`src/rtl/seq_tff_pkg.sv`:
```
// Shared types and constants for the toggle-line (TFF) driver/receiver pair.
package seq_tff_pkg;

    localparam int unsigned NBITS_DEFAULT = 8;

    // Width of a counter that indexes bit positions 0..n-1 (never below 1).
    function automatic int unsigned cnt_width(input int unsigned n);
        return (n < 2) ? 1 : $clog2(n);
    endfunction

    typedef logic [NBITS_DEFAULT-1:0] word_t;

endpackage

```
`src/rtl/seq_tff_toggle_det.sv`:
```
// Toggle detector: recovers the driver's t bit as q XOR the previous sampled q.
module seq_tff_toggle_det (
    input  logic clk,
    input  logic reset,
    input  logic en,
    input  logic q,
    input  logic clear,
    output logic dbit_c,
    output logic dbit_v_c
);

    logic prev_q;

    // Reset level matches the driver's q=0; clear resyncs to the live level.
    always_ff @(posedge clk or negedge reset) begin
        if (!reset) begin
            prev_q <= 1'b0;
        end else if (clear || en) begin
            prev_q <= q;
        end
    end

    always_comb begin
        dbit_c   = q ^ prev_q;
        dbit_v_c = en & ~clear;
    end

endmodule

```
`src/rtl/seq_tff_toggle_rx.sv`:
```
// Toggle-line receiver: decodes bits, deserializes LSB-first, single-entry val/rdy buffer.
module seq_tff_toggle_rx
    import seq_tff_pkg::*;
#(
    parameter int unsigned NBITS = NBITS_DEFAULT
) (
    input  logic                          clk,
    input  logic                          reset,
    input  logic                          en,
    input  logic                          q,
    input  logic                          clear,
    output logic [NBITS-1:0]              out_msg,
    output logic                          out_val,
    input  logic                          out_rdy,
    output logic                          overflow,
    output logic [cnt_width(NBITS)-1:0]   bit_cnt
);

    localparam int unsigned CW = cnt_width(NBITS);
    localparam logic [CW-1:0] LAST = CW'(NBITS - 1);

    logic             dbit_c;
    logic             dbit_v_c;
    logic [NBITS-1:0] shreg;
    logic [NBITS-1:0] shreg_n;
    logic [NBITS-1:0] word_c;
    logic [CW-1:0]    cnt_n;
    logic [NBITS-1:0] msg_n;
    logic             val_n;
    logic             ovf_n;
    logic             free_c;

    seq_tff_toggle_det u_det (
        .clk      (clk),
        .reset    (reset),
        .en       (en),
        .q        (q),
        .clear    (clear),
        .dbit_c   (dbit_c),
        .dbit_v_c (dbit_v_c)
    );

    // Deserializer and output buffer next-state.
    always_comb begin
        cnt_n   = bit_cnt;
        shreg_n = shreg;
        msg_n   = out_msg;
        val_n   = out_val;
        ovf_n   = overflow;
        free_c  = ~out_val | out_rdy;
        word_c  = shreg | (NBITS'(dbit_c) << bit_cnt);

        if (out_val && out_rdy) begin
            val_n = 1'b0;
        end

        if (clear) begin
            cnt_n   = '0;
            shreg_n = '0;
            ovf_n   = 1'b0;
        end else if (dbit_v_c) begin
            if (bit_cnt == LAST) begin
                cnt_n   = '0;
                shreg_n = '0;
                if (free_c) begin
                    msg_n = word_c;
                    val_n = 1'b1;
                end else begin
                    ovf_n = 1'b1;
                end
            end else begin
                cnt_n   = bit_cnt + CW'(1);
                shreg_n = word_c;
            end
        end
    end

    always_ff @(posedge clk or negedge reset) begin
        if (!reset) begin
            bit_cnt  <= '0;
            shreg    <= '0;
            out_msg  <= '0;
            out_val  <= 1'b0;
            overflow <= 1'b0;
        end else begin
            bit_cnt  <= cnt_n;
            shreg    <= shreg_n;
            out_msg  <= msg_n;
            out_val  <= val_n;
            overflow <= ovf_n;
        end
    end

endmodule

```
`config.mk`:
```
export PLATFORM = sky130hd
export DESIGN_NAME = seq_tff_toggle_rx
export DESIGN_NICKNAME = d
export VERILOG_FILES = /design/src/rtl/seq_tff_pkg.sv /design/src/rtl/seq_tff_toggle_det.sv /design/src/rtl/seq_tff_toggle_rx.sv
export SDC_FILE = /design/constraint.sdc
export NUM_CORES = 1
export LEC_CHECK = 0
export BUFFER_PORTS_ARGS = -buffer_cell sky130_fd_sc_hd__buf_2
export CAP_MARGIN = 20
export CORE_ASPECT_RATIO = 0.8
export CORE_MARGIN = 4
export CORE_UTILIZATION = 48
export CTS_CLUSTER_SIZE = 28
export DETAILED_ROUTE_END_ITERATION = 10
export PLACE_DENSITY = 0.73
export SETUP_SLACK_MARGIN = 0.2
export SLEW_MARGIN = 0
export SYNTH_ARGS = -nofsm -noshare
export SYNTH_HDL_FRONTEND = slang
export SYNTH_SLANG_ARGS = --single-unit
```
`constraint.sdc`:
```
create_clock -name clk -period 1.65 [get_ports clk]
set_input_delay 0.165 -clock clk [delete_from_list [all_inputs] [get_ports clk]]
set_output_delay 0.165 -clock clk [all_outputs]
set_load 0.03 [all_outputs]
```
### After elaboration in Yosys (flattened, before gate mapping)

Cells that the tools add are included.
Widths: inputs -> output; s select.

| word-level totals | value |
|---|---|
| flip-flop bits (word level) | 22 |
| bits in latches | 0 |
| RAM bits | 0 |
| memory bits (read-only) | 0 |
| word-level logic and storage cells | 37 |
| memories kept | 0 |

| operators by class | value |
|---|---|
| $add $sub $neg | 1 |
| $mul | 0 |
| div/mod/pow operators | 0 |
| magnitude comparators | 0 |
| eq/ne operators | 2 |
| shift-type cells | 1 |
| muxes and demuxes | 15 |
| bitwise operators | 6 |
| reductions and logical operators | 6 |

Operators with widths:

| cell | number |
|---|---|
| $mux 8 | 3 |
| $mux 1 | 9 |
| $mux 3 | 3 |
| $or 8x8->8 | 1 |
| $shl 1x3->8 | 1 |
| $reduce_and 4->1 | 1 |
| $reduce_bool 2->1 | 2 |
| $add 3x1->3 const B | 1 |
| $eq 3x3->1 const B | 1 |
| $reduce_and 3->1 | 1 |
| $ne 2x2->1 const B | 1 |
| $not 1->1 | 2 |
| $and 1x1->1 | 1 |
| $logic_and 1x1->1 | 1 |
| $logic_or 1x1->1 | 1 |
| $or 1x1->1 | 1 |
| $xor 1x1->1 | 1 |

### Logic depth before layout (Yosys ltp)

Gate-level depths: netlist of the first run.

| depth | value |
|---|---|
| word-level depth | 6 |
| depth in mapped cells | 6 |
| gate-level depth less buffers | 5 |

### Modules after synthesis

From an unflattened synthesis of the first run, not the netlist that was laid out.

| unflattened totals | value |
|---|---|
| cell total of the unflattened synthesis | 88 |
| area, all modules | 1,039.7 µm² |

By module, submodules not included:

| module | instances | cells each | area each (µm²) | seq. area each (µm²) |
|---|---|---|---|---|
| seq_tff_toggle_rx | 1 | 83 | 982.2 | 525.5 |
| seq_tff_toggle_det | 1 | 5 | 57.6 | 25.0 |

### Worst setup path before layout of the first run

Ideal clock, no wire load.

| path | value |
|---|---|
| path type | register to register |
| start | reg bit_cnt[0] |
| end | reg shreg[0] |
| setup time | 0.077 ns |
| data arrival time | 1.748 ns |
| data required time | 1.573 ns |
| setup slack | -0.174 ns |
| stages on the path, launching flop included | 7 |
| path buffers | 1 |
| clock period less this slack | 1.824 ns |
| path through | dfrtp_1 ha_1 ha_1 clkbuf_1 a21oi_1 nand2_1 o21ai_1 |

| on the way | value |
|---|---|
| word-level cells in the longest chain between the ends | 5 |

Ends and longest elaborated chain:

| what | line | text |
|---|---|---|
| start: declaration | seq_tff_toggle_rx.sv:16 | `output logic [cnt_width(NBITS)-1:0] bit_cnt` |
| start signal: assignment | seq_tff_toggle_rx.sv:86 | `bit_cnt <= cnt_n;` |
| $shl 1x3->8 | seq_tff_toggle_rx.sv:51 | `word_c = shreg \| (NBITS'(dbit_c) << bit_cnt);` |
| $or 8x8->8 | seq_tff_toggle_rx.sv:51 |  |
| $mux 8 (*) | seq_tff_toggle_rx.sv:62 | `if (bit_cnt == LAST) begin` |
| $mux 8 (*) | seq_tff_toggle_rx.sv:61 | `end else if (dbit_v_c) begin` |
| $mux 8 (*) | seq_tff_toggle_rx.sv:57 | `if (clear) begin` |
| end signal: assignment | seq_tff_toggle_rx.sv:87 | `shreg <= shreg_n;` |
| end: declaration | seq_tff_toggle_rx.sv:24 | `logic [NBITS-1:0] shreg;` |

Mark *: on every way between the ends. The rest lies on a longest branch, timed or not. The select of a mux whose other input is x is not followed.
A chain may end at the register's enable or synchronous reset.

### Worst setup path after layout of the first run

| path | value |
|---|---|
| start | reg u_det.prev_q |
| end | reg shreg[4] |

| on the way | value |
|---|---|
| word-level cells in the longest chain between the ends | 6 |

Ends and longest elaborated chain:

| what | line | text |
|---|---|---|
| start: declaration | seq_tff_toggle_det.sv:12 | `logic prev_q;` |
| start signal: assignment | seq_tff_toggle_det.sv:19 | `prev_q <= q;` |
| $xor 1x1->1 | seq_tff_toggle_det.sv:24 | `dbit_c = q ^ prev_q;` |
| $shl 1x3->8 | seq_tff_toggle_rx.sv:51 |  |
| $or 8x8->8 | seq_tff_toggle_rx.sv:51 |  |
| $mux 8 | seq_tff_toggle_rx.sv:62 |  |
| $mux 8 | seq_tff_toggle_rx.sv:61 |  |
| $mux 8 | seq_tff_toggle_rx.sv:57 |  |

No other way between the ends. The select of a mux whose other input is x is not followed.

==> metrics, run 1 <==
CP max FO=6; Layout Cells excl Fill=145; Worst Min Path Start=q; Async S/R FF share, synth=100%; RSZ-0062 raised after global routing=true; fin. max-slew vios=0; Die X=60.3 um; final WL=2470 um; Max-cap violations=0; die area=3010 sq um; startpoint types=register; mean post-synth cell area=10.8 sq um; CTS tree=yes; critical path buffer and inverter count=0; status=finished clean; clock power share=38.2%; CTS buffer count=3; Clock transition at path regs=140 ps; Core Area=1980 sq um; VDD IR-drop max=0.000722 V; layout cell share with drive strength beyond 1=39.7%; grt met2 use=27.0%; clk_skew=18.3 ps; Reg2Reg Launch Point=u_det.prev_q; fmax=700 MHz; critical path type=reg2reg; I/O Buffers=18; Hold Path Class=in2reg; register area=554 sq um; die height=49.9 um; post-synthesis sequential area ratio=52.3%; RD Place Congestion=0.819; Reg power frac=50.5%; I/O pins=19; final setup violation count=0; CTS Buffer Depth=2; placed cells=135; Ys Warns=0; combinational share of power=11.3%; fillers=156; global-route wire length before repair=4110 um; Setup TNS Final=0 ps; Layout area overhead=26.2%; clock latency on the worst-skew pair=330 ps; Area contributors post-synth=dfrtp_1 52%, a2bb2oi_1 6.7%, nor3_1 3.8%; crit-path cells=xnor2_1 -> or3_4 -> o31ai_2; Top Usage Layer GRT=met2; total grt overflow=0; Ant. Diodes=0; post-synthesis instance total=97; number of synthesized flops with an enable pin=0; # DRC=0; Net Sw Frac=24.3%; internal power=0.843 mW; vias in the first global route=847; detailed placer's ending HPWL=1650 um; met1 Use GR=26.0%; Post-Syn Area=1050 sq um; minimum clock period=1430 ps; Net Sw Power=0.270 mW; Iteration-0 DRC Markers=18; Setup crit end kind=register; Final period util=86.6%; Initial Util=53.2%; slowest cell on the critical path=dfrtp_1; Clock Sinks=22; largest net degree at the start of global routing=23; Worst EP arrival=1660 ps; CP startpoint=u_det.prev_q; Core Util, Final=67.1%; Root Driver=clkbuf_4; post-synthesis sequential element count=22; Post-synth top flop=dfrtp_1; Routed WL per cell=17.0 um; synth unique cells=30; Mapped Nets=105; post-synth top area share=52.3%; TritonRoute pass-1 iters=4; initial antenna violation count=0; biggest area consumer among synthesized cells=dfrtp_1; worst relative slew slack=59.7%; Leak=0.657 nW; GR Util met3=5.48%; Antenna Nets Post-Route=0; H-tree depth=1; GRT Util Overall=18.5%; pwr dens=839 nW/um^2; Fin. Hold Viols=0; critical path required time=1880 ps; number of core rows=14; vias=840; Multi-input gate area=542 sq um; slowest stage delay, CP=440 ps; Layout Nets=130; slew at the pin closest to its max-slew limit=602 ps; top cell family by delay on the critical path=flip-flops; Via density=5.79
[timing repair]
action                                  4_1_cts  5_1_grt
hold buffers                                  1        0
endpoints found under the hold margin        22        0
gates resized for setup                       3        4
buffers inserted                              2        3
pin swaps                                     1        1
endpoints found under the setup margin       16       12
[state kept, by name, summed over array words and instances, names as in the netlist]
signal,count
out_msg,8
bit_cnt,3
overflow,1
shreg,8
u_det.prev_q,1
out_val,1
[layer usage]
layer	part of all wire [%]	wire [um]
met1	48	1170
met2	46	1130
met3	5.4	134
met4	1.0	25
met5	0	0
[path summary, 6_finish.rpt]
check | end | slack [ps] | depth (start not counted)
max in group asynchronous | bit_cnt[2] | 950 | 2
max reg2reg | shreg[4] | 220 | 3
min in group asynchronous | out_msg[0] | 310 | 2
max | shreg[4] | 220 | 3
min | u_det.prev_q | 120 | 2
min reg2reg | overflow | 510 | 2
[metrics by stage]
stage	worst slack [ps]	hold slack, ps	power, mW	instance area [sq um]
2_1_floorplan	60.2	-131	0.647	1100
3_3_place_gp	182	152	0.687	1190
3_5_place_dp	134	158	0.689	1190
4_1_cts	217	116	1.12	1290
5_1_grt	151	102	1.16	1330
6_report	221	119	1.11	1330
[layout by cell type (no fill, tap or decap), types with 4 or more instances in the layout]
| master | n |
|---|---|
| o21ai_1 | 4 |
| buf_2 | 18 |
| dfrtp_1 | 19 |
| nand2_1 | 10 |
| nor2_1 | 6 |
| a2bb2oi_1 | 8 |
| nor3_1 | 5 |
| buf_4 | 6 |
[synth_stat cells, types with 3 or more instances]
library cell   n
clkbuf_1       4
or3_1          3
o21ai_1        4
dfrtp_1       22
nor3_1         8
nand2_1       10
o31ai_2        3
a2bb2oi_1      8
nand2b_1       3
nor2_1         6
[cells by family (layout without fill, tap and decap cells)]
family / count (synthesis) / after routing / share of synthesized area, %
adder cells (fa/ha/maj): 2 / 2 / 2.38
AND/OR/NAND/NOR: 42 / 42 / 23.1
AO/OA/AOI/OAI: 20 / 20 / 15.1
buffers and inverters: 6 / 30 / 2.50
flip-flops: 22 / 22 / 52.3
multiplexers: 3 / 3 / 2.97
XOR/XNOR: 2 / 2 / 1.66
[layout make-up]
cell class,instances,share of cell area [%]
Clock inverter,1,2.26
Tap cell,24,2.26
Timing Repair Buffer,25,10.9
Multi-Input combinational cell,69,40.8
Clock buffer,3,1.70
Sequential cell,22,41.8
Inverter,1,0.283
[power groups by stage]
stage	clock [mW]	sequential (mW)	combinational [mW]
final	0.425	0.563	0.126
after global placement	0	0.575	0.112
after CTS	0.433	0.562	0.126
after floorplan	0	0.584	0.0631
after detailed placement	0	0.575	0.113
after global routing	0.454	0.564	0.139
[worst register-to-register path: stages, from the launching register on]
cell and delay, ps:
dfrtp_1 440, xnor2_1 250, or3_4 420, o31ai_2 220
Note: power is estimated with default switching activity, not from simulation.
==> run 2: changes to the inputs <==
CORE_MARGIN = 1   (was 4)
SETUP_SLACK_MARGIN = 0.5   (was 0.2)
SLEW_MARGIN = unset   (was 0)
==> run 2 against run 1 <==
Net effect: register-to-register slack better by 30 ps; critical endpoint is now shreg[0]; non-clock buffer count is 7 higher; first-iteration DRC count is 89% higher; count of clock-buffer cells in the layout is 1 higher; utilization is 9.7 points higher; final area is 13% higher.
==> metrics, run 2 (synthesis results as in run 1) <==
Layout Cells excl Fill=153 (+5.5%); Layout area overhead=43.0%; hold_ws=159 ps (+39.8 ps); leading cell type in the layout, fill and taps excluded=dfrtp_1; Worst path most repeated cell=ha_4; Top Usage Layer GRT=met2; layout cell share with drive strength beyond 1=51.2% (+11 points); largest registers=out_msg x8, shreg x8, bit_cnt x3; placed cells=135 (unchanged); I/O pins=19 (unchanged); CTS buffer count=3 (unchanged); global-route wire length before repair=4110 um (unchanged); VDD IR-drop max=0.000513 V (-29%); detailed placer's ending HPWL=1520 um (-8.3%); register area=556 sq um (+0.23%); vias=879 (+4.6%); CTS tree=yes; total grt overflow=0 (unchanged); crit-path cells=ha_4 -> ha_4 -> buf_4 -> a21oi_4 -> nand2_1 -> o21ai_1; Routed WL per cell=16.9 um (-0.85%); Leak=0.725 nW (+10%); Final period util=84.7% (-1.9 points); Die X=54.3 um (-9.9%); GRT Util Overall=24.8% (+6.4 points); slowest cell on the critical path=dfrtp_2; Hold Path Class=in2reg; grt met2 use=35.6% (+8.6 points); # DRC=0 (unchanged); fin worst setup slack=252 ps (+30.8 ps); Fin. Hold Viols=0 (unchanged); Setup TNS Final=0 ps (unchanged); number of core rows=14 (unchanged); H-tree depth=1 (unchanged); Antenna Nets Post-Route=0 (unchanged); Multi-input gate area=641 sq um (+18%); clock latency on the worst-skew pair=320 ps (about the same); Initial Util=53.6% (+0.47 points); pre-CTS setup slack=106 ps (-27.2 ps); Setup crit end kind=register; clk_skew=3.60 ps (-14.7 ps); final setup violation count=0 (unchanged); Max-cap violations=0 (unchanged); TritonRoute pass-1 iters=4 (unchanged); fmax=715 MHz (+2.2%); slew at the pin closest to its max-slew limit=488 ps (-115 ps); Root Driver=clkbuf_4; die height=43.9 um (-12%); critical path type=reg2reg; final WL=2580 um (+4.6%); fin. max-slew vios=0 (unchanged); met1 Use GR=34.2% (+8.3 points); Clock transition at path regs=120 ps (-20 ps); die area=2380 sq um (-21%); GR Util met3=7.72% (+2.2 points); Layout Nets=138 (+6.2%); I/O Buffers=18 (unchanged); slowest stage delay, CP=450 ps (about the same); fillers=116 (-26%); largest net degree at the start of global routing=23 (unchanged); status=finished clean; initial antenna violation count=0 (unchanged); Ant. Diodes=0 (unchanged); RSZ-0062 raised after global routing=true; CP max FO=5 (-1); Worst EP arrival=1650 ps (about the same); Clock Sinks=22 (unchanged); Core Area=1960 sq um (-0.89%); vias in the first global route=826 (-2.5%); critical path required time=1900 ps (+20 ps); Via density=5.75 (-0.83%); total power=1.04 mW (-6.9%); most frequent cells in the layout=18 x dfrtp_1, 15 x buf_2, 10 x nand2_1; worst relative slew slack=67.5% (+7.8 points); startpoint types=register; Iteration-0 DRC Markers=34 (+16); RD Place Congestion=0.832 (+1.6%); CTS Buffer Depth=2 (unchanged); pwr dens=689 nW/um^2 (-18%); minimum clock period=1400 ps (-30.8 ps)
-- run 2: changes by cell type in the layout (fill, tap and decap cells not counted), sizes merged --
cell	before	now
clkbuf	3	4
bufinv	1	0
buf	24	31
a21oi	2	3
-- run 2: final cells by class --
class	instances	area share [%]
multi-input cells	70	42.6
repair buffers	32	15.9
inverters	1	0.249
well taps	24	2.00
flip-flops and latches	22	36.9
clock buffers	4	2.41
-- run 2: through the flow --
step / area, sq um / utilization, %
finish: 1510 / 76.7
floorplan: 1100 / -
global route: 1510 / 76.7
CTS: 1430 / 72.7
global placement: 1190 / 60.9
detailed placement: 1190 / 60.9
-- run 2: layer usage --
| layer | vias up | routed length, um |
|---|---|---|
| li1 | 412 | - |
| met1 | 435 | 1210 |
| met2 | 25 | 1220 |
| met3 | 7 | 96 |
| met4 | 0 | 59 |
| met5 | - | 0 |
-- run 2: critical path: cells and delay by family, from the launching register on --
family,cells,cell delay [ps]
flops,1,450
buf+inv,1,150
fa+ha+maj,2,350
simple gates,1,70
compound gates,2,300
-- run 2: final timing paths --
path                            start           end  slack, ps  cells past startpoint
setup / recovery           bit_cnt[1]      shreg[0]        250                      6
hold / removal                  clear    bit_cnt[2]        160                      2
setup reg to reg           bit_cnt[1]      shreg[0]        250                      6
hold reg to reg              shreg[6]      shreg[6]        510                      2
max in group asynchronous       reset  u_det.prev_q        970                      2
min in group asynchronous       reset    out_msg[3]        320                      2
-- run 2: what timing repair did --
action / 4_1_cts / 5_1_grt
gates resized for setup: 22 / 12
hold buffers: 1 / 0
hold endpoints to repair: 22 / 0
pin swaps: 10 / 5
endpoints found under the setup margin: 23 / 22
cloned: 1 / 0
setup buffers: 10 / 2
-- run 2: power breakdown --
group          internal (mW)  total [mW]  switching (mW)
logic                 0.0700       0.163          0.0927
registers              0.552       0.566          0.0142
clock network          0.135       0.307           0.172
==> run 3: changes to the inputs <==
ABC_AREA = 1   (was unset)
CORE_UTILIZATION = 50   (was 48)
clock period = 1.38 ns   (was 1.65 ns; I/O delays follow)
==> run 3 against run 2 <==
Net effect: global-route usage grew 1.2 points; final area grew 4.8%; largest cell class is now flip-flops and latches; die area shrank 2.7%; critical endpoint is now shreg[3]; total power grew 29%.
==> metrics, run 3 <==
status=finished clean; Fin. Hold Viols=0 (unchanged); startpoint types=register; Setup TNS Final=0 ps (unchanged); global-route wire length before repair=4150 um (+1.2%); Clock Sinks=22 (unchanged); flop2flop setup slack=120 ps (-140 ps); Iteration-0 DRC Markers=5 (-85%); Leak=0.789 nW (+8.9%); number of synthesized flops with an enable pin=0 (unchanged); synth unique cells=19 (-37%); largest net degree at the start of global routing=23 (unchanged); vias=1000 (+14%); Clock transition at path regs=120 ps (about the same); CTS tree=yes; biggest area consumer among synthesized cells=dfrtp_1; Antenna Nets Post-Route=0 (unchanged); hold_ws=61.0 ps (-97.7 ps); Mapped Nets=127 (+21%); final WL=2750 um (+6.3%); GRT Util Overall=26.0% (+1.2 points); critical path type=reg2reg; CP max FO=8 (+3); I/O pins=19 (unchanged); Routed WL per cell=14.8 um (-12%); initial antenna violation count=0 (unchanged); Setup crit end kind=register; Ys Warns=0 (unchanged); critical path required time=1630 ps (-270 ps); fmax=791 MHz (+11%); fin. max-slew vios=0 (unchanged); VDD IR-drop max=0.000869 V (+69%); TritonRoute pass-1 iters=4 (unchanged); Area contributors post-synth=dfrtp_1 52%, nand2_1 14%, inv_1 6.3%; Ant. Diodes=0 (unchanged); RSZ-0062 raised after global routing=true; number of core rows=14 (unchanged); worst relative slew slack=66.9% (-0.63 points); Layout Nets=170 (+23%); post-synthesis sequential element count=22 (unchanged); vias in the first global route=903 (+9.3%); Commonest cells post-synth=39 x nand2_1, 22 x dfrtp_1, 18 x inv_1; post-synthesis instance total=119 (+23%); Final period util=91.6% (+6.9 points); Root Driver=clkbuf_4; # DRC=0 (unchanged); Layout area overhead=48.2%; I/O Buffers=18 (unchanged); Post-synth top flop=dfrtp_1; post-synth top area share=51.7% (-0.61 points); Max-cap violations=0 (unchanged); Post-Syn Area=1060 sq um (+1.2%); pwr dens=848 nW/um^2 (+23%); largest registers=out_msg x8, shreg x8, bit_cnt x3; Initial Util=54.8% (+1.1 points); Async S/R FF share, synth=100% (unchanged); clock latency on the worst-skew pair=320 ps (about the same); H-tree depth=1 (unchanged); post-synthesis sequential area ratio=51.7% (-0.61 points); minimum clock period=1260 ps (-134 ps); slew at the pin closest to its max-slew limit=497 ps (+9.43 ps); Die X=53.6 um (-1.4%); most frequent cells in the layout=35 x nand2_1, 19 x dfrtp_1, 18 x buf_4; mean post-synth cell area=8.95 sq um (-18%); Hold Path Class=in2reg; Via density=5.41 (-5.9%); leading cell type in the layout, fill and taps excluded=nand2_1; die height=43.3 um (-1.4%); layout cell share with drive strength beyond 1=46.0% (-5.2 points); Core Area=1940 sq um (-0.89%); detailed placer's ending HPWL=1450 um (-4.3%); CTS Buffer Depth=2 (unchanged); total grt overflow=0 (unchanged); most frequent cell after synthesis=nand2_1; final setup violation count=0 (unchanged); Worst EP arrival=1520 ps (-130 ps); RD Place Congestion=0.828 (-0.42%); CTS buffer count=3 (unchanged); clk_skew=10.1 ps (+6.52 ps); die area=2320 sq um (-2.7%)
==> run 3: cell types whose count changed after synthesis, moves of 4 or more <==
cell	delta
clkbuf_1	-4
nor2_1	-5
nand4_1	+7
a2bb2oi_1	-8
inv_1	+17
nand2_1	+29
a21boi_2	+5
nor3_1	-8
o21ai_0	+7
==> run 3: final timing paths <==
path | start | end | cells past startpoint
min in group asynchronous | reset | out_msg[0] | 2
hold reg to reg | out_msg[3] | out_msg[3] | 2
setup / recovery | bit_cnt[0] | shreg[3] | 6
setup reg to reg | bit_cnt[0] | shreg[3] | 6
hold / removal | q | u_det.prev_q | 3
max in group asynchronous | reset | bit_cnt[2] | 2
==> run 3: critical path, cell delays in order (launching register included) <==
cell and delay, ps:
dfrtp_2 450, ha_4 170, ha_4 180, inv_4 80, nand2_8 80, o21ai_2 80
a21boi_2 160
==> run 3: layout make-up <==
cell class | count | area (sq um)
flip-flops and latches | 22 | 554
clock buffers | 3 | 22.5
clock inverters | 1 | 30.0
inverters | 19 | 78.8
well taps | 24 | 30.0
multi-input cells | 78 | 534
repair buffers | 38 | 328
fillers | 129 | 367
==> run 3: routing by layer <==
layer  part of all wire, %  vias up  GRT usage, %  wire length, um
li1                      -      471             -                -
met1                    44      488          33.9             1210
met2                    50       37          41.3             1360
met3                   5.2        4          7.89              143
met4                   1.1        0          7.37               29
met5                     0        -             0                0
==> run 3: where the power goes <==
group / leakage (nW) / switching [mW] / total (mW) / internal [mW]
logic: 0.462 / 0.106 / 0.163 / 0.0575
registers: 0.299 / 0.00869 / 0.666 / 0.657
clock network: 0.0279 / 0.215 / 0.509 / 0.294
==> run 3: repair_timing <==
action	CTS	global route
gates cloned	1	0
hold endpoints to repair	22	0
pin swaps	1	2
gates resized for setup	32	12
setup buffers	9	10
hold buffers	1	0
endpoints found under the setup margin	34	34
==> run 3: per-stage QoR <==
| step | power [mW] | cells | utilization [%] | instance area (sq um) | setup WS [ps] |
|---|---|---|---|---|---|
| floorplan | 0.760 | 119 | - | 1110 | 79.6 |
| global placement | 0.797 | 160 | 62.9 | 1220 | 101 |
| detailed placement | 0.801 | 160 | 62.9 | 1220 | 62.8 |
| CTS | 1.32 | 175 | 75.0 | 1460 | 142 |
| global route | 1.38 | 185 | 81.1 | 1580 | 66.0 |
| finish | 1.34 | 185 | 81.1 | 1580 | 115 |
==> run 3: kinds of logic (layout without fill, tap and decap cells) <==
kind of cell             after synthesis  count (layout)  synth area share (%)
AO/OA/AOI/OAI                         21              21                  14.0
adder cells (fa/ha/maj)                2               2                  2.35
buffers and inverters                 20              61                  7.75
flip-flops                            22              22                  51.7
AND/OR/NAND/NOR                       54              55                  24.2
